**config.mk**
```make
export PLATFORM = sky130hd
export DESIGN_NAME = pwm_setpoint_ramp
export DESIGN_NICKNAME = d
export VERILOG_FILES = /design/src/rtl/pwm_setpoint_ramp.sv
export SDC_FILE = /design/constraint.sdc
export NUM_CORES = 1
export LEC_CHECK = 0
export BUFFER_PORTS_ARGS = -buffer_cell sky130_fd_sc_hd__buf_2
export CAP_MARGIN = 30
export CORE_ASPECT_RATIO = 2
export CORE_MARGIN = 5
export CORE_UTILIZATION = 25
export DETAILED_ROUTE_END_ITERATION = 12
export MAX_ROUTING_LAYER = met4
export PLACE_DENSITY = 0.46
export SLEW_MARGIN = 15
export SYNTH_ARGS = -nofsm -noshare
export SYNTH_HDL_FRONTEND = slang
export SYNTH_SLANG_ARGS = --single-unit
export TNS_END_PERCENT = 50
```
**constraint.sdc**
```tcl
create_clock -name clk -period 7.6 [get_ports clk]
set_input_delay 0.76 -clock clk [delete_from_list [all_inputs] [get_ports clk]]
set_output_delay 0.76 -clock clk [all_outputs]
set_load 0.02 [all_outputs]
```
**src/rtl/pwm_setpoint_ramp.sv**
```systemverilog
// Slew-rate limited setpoint for a high-resolution PWM stage: the compare code walks
// toward the most recently accepted target by at most one step per PWM period.
module pwm_setpoint_ramp #(
  parameter int WIDTH  = 20,
  parameter int HRBITS = 3,
  parameter int DSBITS = 5,
  parameter int PERIOD = 'hff,
  parameter int STEPW  = 16
) (
  input  logic                      clk,
  input  logic                      rst,
  input  logic [WIDTH+DSBITS-1:0]   tgt_data,
  input  logic                      tgt_valid,
  output logic                      tgt_ready,
  input  logic [STEPW-1:0]          step,
  input  logic                      prd_tick,
  output logic [WIDTH-1:0]          cmpA,
  output logic [DSBITS-1:0]         ds_fraction,
  output logic                      busy,
  output logic                      clamped
);

  localparam int CW = WIDTH + DSBITS;
  localparam logic [CW-1:0] MAXCODE = CW'((PERIOD + 1) << (HRBITS + DSBITS));

  typedef enum logic {
    IDLE,
    RAMP
  } state_t;

  state_t        state_q, state_d;
  logic [CW-1:0] cur_q, cur_d;
  logic [CW-1:0] tgt_q, tgt_d;
  logic          clamped_q, clamped_d;
  logic          ready_q;

  logic          transfer;
  logic          overRange;
  logic [CW:0]   stepExt;
  logic [CW:0]   sumExt;
  logic [CW:0]   diffExt;
  logic [CW:0]   tgtExt;

  assign transfer  = tgt_valid && ready_q;
  assign overRange = (tgt_data > MAXCODE);
  assign stepExt   = (CW+1)'(step);
  assign tgtExt    = {1'b0, tgt_q};
  // One extra bit keeps the sum from wrapping and exposes a borrow below zero.
  assign sumExt    = {1'b0, cur_q} + stepExt;
  assign diffExt   = {1'b0, cur_q} - stepExt;

  always_comb begin
    tgt_d     = tgt_q;
    clamped_d = clamped_q;
    if (transfer) begin
      tgt_d = overRange ? MAXCODE : tgt_data;
      if (overRange) begin
        clamped_d = 1'b1;
      end
    end
  end

  // The tick update deliberately uses the target held before this edge.
  always_comb begin
    cur_d = cur_q;
    if (prd_tick) begin
      if (step == '0) begin
        cur_d = tgt_q;
      end else if (cur_q < tgt_q) begin
        cur_d = (sumExt > tgtExt) ? tgt_q : sumExt[CW-1:0];
      end else if (cur_q > tgt_q) begin
        cur_d = (diffExt[CW] || (diffExt < tgtExt)) ? tgt_q : diffExt[CW-1:0];
      end
    end
  end

  always_comb begin
    state_d = state_q;
    case (state_q)
      IDLE: begin
        if ((tgt_q != cur_q) && (cur_d != tgt_d)) begin
          state_d = RAMP;
        end
      end
      RAMP: begin
        if (cur_d == tgt_d) begin
          state_d = IDLE;
        end
      end
      default: state_d = IDLE;
    endcase
  end

  always_ff @(posedge clk or posedge rst) begin
    if (rst) begin
      state_q   <= IDLE;
      cur_q     <= '0;
      tgt_q     <= '0;
      clamped_q <= 1'b0;
      ready_q   <= 1'b0;
    end else begin
      state_q   <= state_d;
      cur_q     <= cur_d;
      tgt_q     <= tgt_d;
      clamped_q <= clamped_d;
      ready_q   <= 1'b1;
    end
  end

  assign tgt_ready   = ready_q;
  assign cmpA        = cur_q[CW-1:DSBITS];
  assign ds_fraction = cur_q[DSBITS-1:0];
  assign busy        = (state_q == RAMP);
  assign clamped     = clamped_q;

endmodule

```
==> impl_metrics.csv, run 1 <==
group,metric,value,unit
route,final_antenna_net_count,0,
critical_path,crit_top_cell,"buf_4",
die,start_util,25.1,%
timing,setup_tns,0,ns
global_route,grt_usage,25.4,%
die,core,32800,um^2
die,io_pins,73,
die,chipWidth,138,um
outcome,status,"completed",
finish,layout_commonest_cell,"ha_1",
synth,synthArstFlopShare,100,%
die,rows,94,
synth,synth_fp_nets,1265,
pwr,p_per_area,537,nW/um^2
critical_path,r2r_setup_slack,0.37,ns
synth,synthTopCellsByArea,"dfrtp_1 (16%), ha_1 (16%), a21oi_1 (5.2%)",
synth,synth.top_cell.area_share,16.1,%
finish,nNetsFinal,1353,
timing,min_period,7.23,ns
finish,final_cell_mix,"ha_1 (106), nand2_1 (92), nor2_1 (91), inv_1 (86), a21oi_1 (85)",
critical_path,critPathLaunchType,"register",
clocking,clk_pin_slew,0.09,ns
clocking,clock_sinks,53,
synth,synth_ff_type,"dfrtp_1",
timing,fmax,0.138,GHz
critical_path,arrival,7.44,ns
timing,whs,0.483,ns
clocking,cts_tree,"done",
pwr,seq_power_share,10.5,%
route,drt-initial-drc-count,804,
die,die_area,37000,um^2
pwr,swShare,59.9,%
critical_path,crit_family,"simple AND/OR/NAND/NOR gates",
clocking,post_cts_buffers,0,
synth,ys_ff_latch,53,
global_route,antenna_found_initial,0,
route,drcViolationCount,0,
timing,worst_slew_pin_slew,0.942,ns
critical_path,worstPathMaxFanout,17,
synth,synthCells,1112,
clocking,clock_path_buffers,2,
timing,finalSetupViolations,0,
synth,synth_edf_count,0,
critical_path,crit_type,"register to register",
place,dp_hpwl,38700,um
route,drt_pass1_iterations,6,
critical_path,slowest_delay,0.55,ns
die,die_h,267,um
route,wl_per_cell,28.8,um
clocking,clock-root-buffer,"clkbuf_16",
synth,ys_types,92,
finish,fill_cells,3591,
clocking,clk_latency,0.31,ns
pwr,p_int,2.06,mW
critical_path,cp_data_required_time,7.81,ns
synth,ys_seq_area_share,16.1,%
clocking,postCtsResizedCells,0,
timing,rsz0062_at_grt,"no",
critical_path,path_buf_inv,5,
pwr,leakagePower,4.00,nW
clocking,ctsHoldBuffers,0,
global_route,grt_pass1_vias,9876,
pwr,power_frac_clock,4.9,%
critical_path,cp-end-kind,"register",
place,gp_congestion,1.00,
synth,avgSynthCellArea,7.42,um^2
timing,finalHoldViolCount,0,
timing,maxSlewViolCount,0,
finish,n_antenna_cell,0,
pwr,power_frac_comb,84.6,%
critical_path,crit_slowest_cell,"dfrtp_1",
route,vias,9593,
place,port_buffers,72,
timing,relSlewSlack,36.5,%
global_route,grt_max_degree,54,
clocking,cts_max_level,2,
finish,synthToLayoutAreaGrowth,15.9,%
finish,drive_gt1_share,14.9,%
route,wl,47000,um
timing,fin_worst_skew,0.0142,ns
pwr,ir_worst_vdd,0.000146,V
route,vias_per_cell,5.87,
clocking,cts_buffers,5,
global_route,grt_remaining_overflow,0,
min_path,hp-class,"register to register",
pwr,p_switching,3.08,mW
synth,yosys_warnings,0,
job,drv_cap,0,
timing,fin_crit_sh,95.2,%
synth,synth_area,8250,um^2
synth,synth_top_cell_by_area,"dfrtp_1",
global_route,grt_pass1_wl,67200,um
[Yosys cell counts, drive strengths merged (30+ instances only)]
library cell and n:
o21ai 84, nor3 30, a21oi 87, xnor2 38, nor2 92, ha 106, clkbuf 34, inv 87
nand2 93, nand3 35, dfrtp 53
[logic make-up after synthesis]
group / share of synthesized area (%)
xor gates and xnor gates: 6.26
adders and majority gates: 16.6
DFF: 16.1
and+or+nand+nor: 21.4
AOI/OAI and AO/OA: 31.8
other: 0.0454
buffers and inverters: 7.35
muxes: 0.500
[layer usage]
| layer | up-vias | global-route usage (%) | wire length [um] |
|---|---|---|---|
| li1 | 4352 | - | - |
| met1 | 4567 | 22.4 | 14600 |
| met2 | 448 | 47.0 | 24600 |
| met3 | 226 | 1.86 | 1760 |
| met4 | 0 | 24.1 | 6040 |
| met5 | - | - | 0 |
[through the flow]
stage	instance area, um^2	std cells	total power [mW]	setup slack, ns	util [%]
final	9570	1633	5.13	0.368	29.2
after global routing	9570	1633	5.48	0.000568	29.2
after CTS	9570	1633	5.06	0.390	29.2
after detailed placement	9420	1625	4.79	0.310	28.7
after global placement	9420	1625	4.80	0.295	28.7
after floorplan	8250	1112	3.07	1.63	-
[power groups by stage]
stage / clock network [mW] / logic [mW] / registers (mW)
after global placement: 0 / 4.26 / 0.540
after global routing: 0.262 / 4.68 / 0.532
final: 0.250 / 4.34 / 0.540
after detailed placement: 0 / 4.26 / 0.537
after floorplan: 0 / 2.54 / 0.532
after CTS: 0.256 / 4.28 / 0.532
[registers in the layout, indices dropped and copies added (netlist names)]
register / count
cur_q: 25
tgt_ready: 1
busy: 1
tgt_q: 25
clamped: 1
[path summary, 6_finish.rpt]
kind | from | cells after the start | end
setup / recovery | cur_q[0] | 28 | busy
min in group asynchronous | rst | 3 | tgt_ready
setup reg to reg | cur_q[0] | 28 | busy
hold / removal | clamped | 1 | clamped
max in group asynchronous | rst | 3 | cur_q[11]
hold reg to reg | clamped | 1 | clamped
[final cells by class]
cell class | instances | area (um^2) | area share (%)
Multi-Input combinational cell | 910 | 6320 | 66.1
Sequential cell | 53 | 1330 | 13.9
Timing Repair Buffer | 141 | 891 | 9.31
Tap cell | 432 | 541 | 5.65
Inverter | 89 | 334 | 3.49
Clock buffer | 5 | 125 | 1.31
Clock inverter | 3 | 25.0 | 0.262
No activity file was read; power rests on OpenSTA's default activity.
==> inputs of run 2 (changes only) <==
--- a/config.mk
+++ b/config.mk
@@ -6,4 +6,5 @@
 export NUM_CORES = 1
 export LEC_CHECK = 0
+export ABC_AREA = 1
 export BUFFER_PORTS_ARGS = -buffer_cell sky130_fd_sc_hd__buf_2
 export CAP_MARGIN = 30
==> constraint.sdc (replaced) <==
create_clock -name clk -period 7.6 [get_ports clk]
set_input_delay 0.76 -clock clk [delete_from_list [all_inputs] [get_ports clk]]
set_output_delay 0.76 -clock clk [all_outputs]
set_load 0.005 [all_outputs]
==> run 2 against run 1 <==
Setup slack improved by 1.4 ns. Die area rose by 1.5%. Clock power fell by 2%. Largest cell class unchanged. Via count shrank 3.7%. Power fell by 16%. Sequential power is 11% higher. First-iteration DRC count is 33% lower. Non-clock buffer count shrank 58. Hold slack worse by 0.021 ns. Final cell count increased by 16%.
==> impl_metrics.csv, run 2 <==
group,metric,value,unit
outcome,status,"completed",
die,io_pins,73,
route,wl,38100,um
die,chipWidth,139,um
clocking,clock_sinks,53,
job,drv_cap,0,
global_route,grt_pass1_wl,55100,um
synth,yosys_warnings,0,
route,drt_pass1_iterations,5,
global_route,grt_pass1_vias,9324,
critical_path,critPathLaunchType,"primary input",
clocking,post_cts_buffers,0,
synth,synthTopCellsByArea,"nand2_1 (16%), dfrtp_1 (16%), ha_1 (16%)",
critical_path,arrival,6.08,ns
route,wl_met2,20600,um
synth,synthArstFlopShare,100,%
die,start_util,25.1,%
finish,fill_cells,3740,
synth,synth_top_cell_by_area,"nand2_1",
min_path,hp-class,"register to register",
global_route,grt_remaining_overflow,0,
route,wl_per_cell,20.2,um
die,die_area,37500,um^2
timing,finalHoldViolCount,0,
synth,synth_fp_nets,1558,
clocking,cts_max_level,2,
min_path,min_from,"clamped",
critical_path,crit_start,"step[0]",
synth,synth.top_cell.area_share,16.0,%
finish,synthToLayoutAreaGrowth,10.8,%
route,drcViolationCount,0,
critical_path,crit_top_cell,"nand2_1",
timing,fmax,0.170,GHz
clocking,clk_pin_slew,0.08,ns
place,dpl-instance-area,9140,um^2
critical_path,r2r_setup_slack,1.79,ns
clocking,clk_latency,0.31,ns
route,vias,9237,
timing,finalSetupViolations,0,
synth,synth_xor_area_share,4.08,%
clocking,clock-root-buffer,"clkbuf_16",
critical_path,crit_type,"primary input to register",
synth,ys_types,42,
place,port_buffers,72,
timing,worst_slew_pin_slew,0.986,ns
synth,yosysMostFrequentCell,"nand2_1",
timing,maxSlewViolCount,0,
finish,layout_commonest_cell,"nand2_1",
critical_path,cp-end-kind,"register",
clocking,cts_tree,"done",
route,dr.max_layer_used,"met4",
global_route,antenna_found_initial,0,
synth,synthCells,1405,
synth,synth_compound_area_share,11.3,%
timing,min_period,5.87,ns
die,rows,95,
synth,ys_seq_area_share,15.8,%
global_route,grt_max_degree,54,
synth,synth-simple-area-share,38.6,%
clocking,ctsHoldBuffers,0,
route,vias_per_cell,4.90,
critical_path,crit_slowest_cell,"nand2_2",
finish,finalInstanceArea,9280,um^2
finish,top_regs,"cur_q (25), tgt_q (25)",
place,gp_congestion,0.974,
finish,multi_input_area,5910,um^2
synth,synth_area,8380,um^2
pwr,leakagePower,4.99,nW
die,core,33400,um^2
global_route,grt_usage,20.4,%
critical_path,r2r-end,"busy",
critical_path,rr_startpoint,"cur_q[0]",
critical_path,cp_data_required_time,7.81,ns
finish,drive_gt1_share,9.86,%
pwr,power,4.30,mW
timing,setup_tns,0,ns
min_path,hold_depth,2,
finish,n_antenna_cell,0,
pwr,p_per_area,464,nW/um^2
place,dp_hpwl,31500,um
synth,ys_ff_latch,53,
critical_path,slowest_delay,0.52,ns
timing,rsz0062_at_grt,"no",
min_path,holdPathEnd,"clamped",
critical_path,r2r_cells,32,
synth,synth_ff_type,"dfrtp_1",
route,final_antenna_net_count,0,
finish,regArea,1330,um^2
synth,synthMuxAreaShare,0,%
timing,relSlewSlack,33.7,%
timing,fin_crit_sh,77.3,%
finish,nNetsFinal,1603,
clocking,postCtsResizedCells,0,
pwr,ir_worst_vdd,0.000117,V
timing,fin_worst_skew,0.00599,ns
finish,final_cell_mix,"nand2_1 (357), inv_1 (224), nand3_1 (175), nor2_1 (122), ha_1 (106)",
die,die_h,269,um
synth,synth_edf_count,0,
critical_path,worstPathMaxFanout,26,
clocking,clock_path_buffers,2,
synth,synth_top_family_by_area,"simple AND/OR/NAND/NOR gates",
route,met1_length,11500,um
synth,avgSynthCellArea,5.96,um^2
clocking,cts_buffers,5,
route,dr_wl_met3,809,um
route,drt-initial-drc-count,540,
synth,synthAdderAreaFrac,16.3,%
synth,synthTopCellsByCount,"nand2_1 (357), inv_1 (225), nand3_1 (175)",
[run 2: final cells by class]
type	instances	share of cell area [%]
Tap cell	436	5.88
Clock buffer	6	1.39
Timing Repair Buffer	83	4.77
Inverter	242	9.79
Sequential cell	53	14.3
Clock inverter	2	0.162
Multi-Input combinational cell	1065	63.7
[run 2: per-stage QoR]
stage                     hold slack, ns  setup WS, ns  instances  util [%]
after floorplan                    0.458          3.34       1405         -
after global placement             0.449          1.44       1879      27.4
after detailed placement           0.457          1.42       1879      27.4
after CTS                          0.474          1.73       1887      27.8
after global routing               0.524          1.18       1887      27.8
final                              0.462          1.73       1887      27.8
[run 2: critical path, delay by kind of cell]
kind	cells	cell delay, ns
buffers and inverters	2	0.26
and+or+nand+nor	26	3.66
adders and majority gates	3	0.91
AOI/OAI and AO/OA	1	0.29
xor gates and xnor gates	1	0.19
[run 2: power breakdown]
part	switching, mW	total (mW)	leakage [nW]	internal (mW)
Clock	0.122	0.245	0.0631	0.123
Sequential	0.244	0.600	0.642	0.355
Combinational	2.31	3.46	4.29	1.15
Total	2.68	4.30	4.99	1.62
[run 2: how the worst max path moves through the flow]
stage / endpoint / slack (ns) / cells past startpoint
after floorplan: busy / 3.34 / 35
after global placement: busy / 1.44 / 33
after detailed placement: busy / 1.42 / 33
after CTS: busy / 1.73 / 33
after global routing: busy / 1.18 / 33
final: busy / 1.73 / 33
[run 2: logic make-up after synthesis]
group | after synthesis
AND/OR/NAND/NOR | 737
buffers and inverters | 287
AO/OA/AOI/OAI | 180
adder cells (fa/ha/maj) | 108
flip-flops | 53
XOR/XNOR | 39
other | 1
[run 2: per-layer routing]
layer,GRT usage (%),vias to the layer above
met4,21.4,0
met5,-,-
met2,38.9,261
li1,-,4583
met1,16.1,4226
met3,1.53,167
==> inputs of run 3 (changes only) <==
Clock period 7.6 ns to 5.5 ns, I/O delays scaled along.
==> run 3 against run 2 <==
Register-to-register slack lost 1.5 ns. Clock-buffer cell count is the same. Sequential share of layout area shrank 0.52 points. Routed wire length grew 8.0%. Clock skew grew 0.0065 ns. Final area grew 3.9%. Core utilization grew 1.1 points. Global-route usage grew 1.8 points. Sequential power grew 23%. Largest power group unchanged. Hold slack lost 0.025 ns. Largest cell class unchanged.
==> impl_metrics.csv, run 3 (synthesized netlist as in run 2, its figures left out) <==
group,metric,value,unit
clocking,clock_path_buffers,2,
global_route,grt_usage,22.2,%
timing,fin_crit_sh,95.5,%
route,drt-initial-drc-count,477,
clocking,clock_sinks,53,
timing,maxSlewViolCount,0,
timing,fin_worst_skew,0.0125,ns
route,drcViolationCount,0,
global_route,antenna_found_initial,0,
pwr,power,6.41,mW
finish,synthToLayoutAreaGrowth,15.0,%
route,drt_pass1_iterations,5,
pwr,power_frac_clock,5.5,%
critical_path,crit_type,"register to register",
critical_path,crit_family,"simple AND/OR/NAND/NOR gates",
place,dpl-instance-area,9450,um^2
critical_path,slowest_delay,0.52,ns
finish,drive_gt1_share,12.9,%
clocking,ctsHoldBuffers,0,
clocking,clk_pin_slew,0.08,ns
timing,finalHoldViolCount,0,
critical_path,cp-end-kind,"register",
timing,relSlewSlack,48.2,%
global_route,grt_pass1_wl,59200,um
finish,finalInstanceArea,9640,um^2
pwr,p_int,2.50,mW
critical_path,worstPathMaxFanout,14,
route,wl,41100,um
die,rows,95,
route,wl_per_cell,21.3,um
global_route,grt_pass1_vias,9652,
die,chipWidth,139,um
die,start_util,25.1,%
die,die_area,37500,um^2
clocking,clock-root-buffer,"clkbuf_16",
clocking,cts_buffers,5,
min_path,hp-class,"primary input to asynchronous set/reset pin",
pwr,power_frac_comb,83.1,%
place,port_buffers,72,
pwr,ir_worst_vdd,0.000174,V
timing,worst_slew_pin_slew,0.777,ns
clocking,cts_max_level,2,
route,vias,9402,
job,drv_cap,0,
place,dp_hpwl,34700,um
timing,finalSetupViolations,0,
critical_path,arrival,5.46,ns
critical_path,critPathLaunchType,"register",
timing,setup_tns,0,ns
critical_path,crit_slowest_cell,"dfrtp_2",
pwr,seq_power_share,11.5,%
critical_path,path_buf_inv,5,
outcome,status,"completed",
finish,top_regs,"cur_q (25), tgt_q (25)",
die,core,33400,um^2
pwr,p_per_area,665,nW/um^2
global_route,grt_max_degree,54,
timing,min_period,5.25,ns
route,vias_per_cell,4.88,
place,gp_congestion,0.945,
critical_path,cp_data_required_time,5.71,ns
finish,layout_commonest_cell,"nand2_1",
finish,nNetsFinal,1644,
timing,fin_ws,0.248,ns
place,place_ws,0.100,ns
timing,fmax,0.190,GHz
global_route,grt_remaining_overflow,0,
die,io_pins,73,
finish,fill_cells,3798,
finish,n_antenna_cell,0,
clocking,cts_tree,"done",
finish,final_cell_mix,"nand2_1 (357), inv_1 (224), nand3_1 (175), nor2_1 (122), ha_1 (104)",
route,final_antenna_net_count,0,
pwr,swShare,61.0,%
pwr,p_switching,3.91,mW
die,die_h,269,um
pwr,leakagePower,5.20,nW
clocking,clk_latency,0.32,ns
==> run 3: cell count changes in the layout (fill, tap and decap cells not counted), sizes merged <==
cell	change
clkinvlp	-2
inv	+1
buf	+41
clkinv	+1
==> run 3: path summary, 6_finish.rpt <==
kind | slack (ns) | cells after the start | end | startpoint
max | 0.25 | 32 | busy | cur_q[0]
min | 0.44 | 3 | tgt_ready | rst
max reg2reg | 0.25 | 32 | busy | cur_q[0]
min reg2reg | 0.46 | 2 | clamped | clamped
max in group asynchronous | 4.52 | 3 | cur_q[0] | rst
min in group clk | 0.46 | 2 | clamped | clamped
==> run 3: metrics by stage <==
stage | instances | utilization, % | hold WS [ns]
finish | 1928 | 28.9 | 0.437
CTS | 1927 | 28.7 | 0.473
global route | 1928 | 28.9 | 0.488
floorplan | 1405 | - | 0.458
global placement | 1919 | 28.3 | 0.448
detailed placement | 1919 | 28.3 | 0.453
==> run 3: timing repair <==
item | CTS | global route
setup buffers | 0 | 1
setup endpoints to repair | 0 | 1
gates resized for setup | 0 | 10
==> run 3: worst register-to-register path: cells and delay by family (launching register included) <==
family	cells	cell delay, ns
buf+inv	5	0.73
fa+ha+maj	3	1.04
xor+xnor	1	0.29
simple gates	22	2.40
flops	1	0.52
compound gates	1	0.18
==> run 3: final cells by class <==
| cell class | instances | area [um^2] | area share, % |
|---|---|---|---|
| sequential | 53 | 1330 | 13.8 |
| timing repair buffer | 124 | 763 | 7.92 |
| multi-input combinational | 1065 | 5950 | 61.7 |
| clock inverter | 2 | 13.8 | 0.143 |
| inverter | 242 | 908 | 9.42 |
| clock buffer | 6 | 129 | 1.34 |
| tap | 436 | 546 | 5.66 |
==> run 3: power groups by stage <==
stage / Clock, mW / Combinational, mW / Sequential [mW]
6_report: 0.350 / 5.33 / 0.737
5_1_grt: 0.371 / 5.91 / 0.734
3_5_place_dp: 0 / 5.26 / 0.747
3_3_place_gp: 0 / 5.23 / 0.749
4_1_cts: 0.364 / 5.28 / 0.739
2_1_floorplan: 0 / 3.32 / 0.629
==> run 3: layer usage <==
metal / vias up / global-route usage [%] / share of wire [%]
met3: 158 / 1.44 / 1.7
li1: 4671 / - / -
met1: 4329 / 16.5 / 29
met2: 244 / 43.4 / 56
met4: 0 / 24.2 / 14
met5: - / - / 0
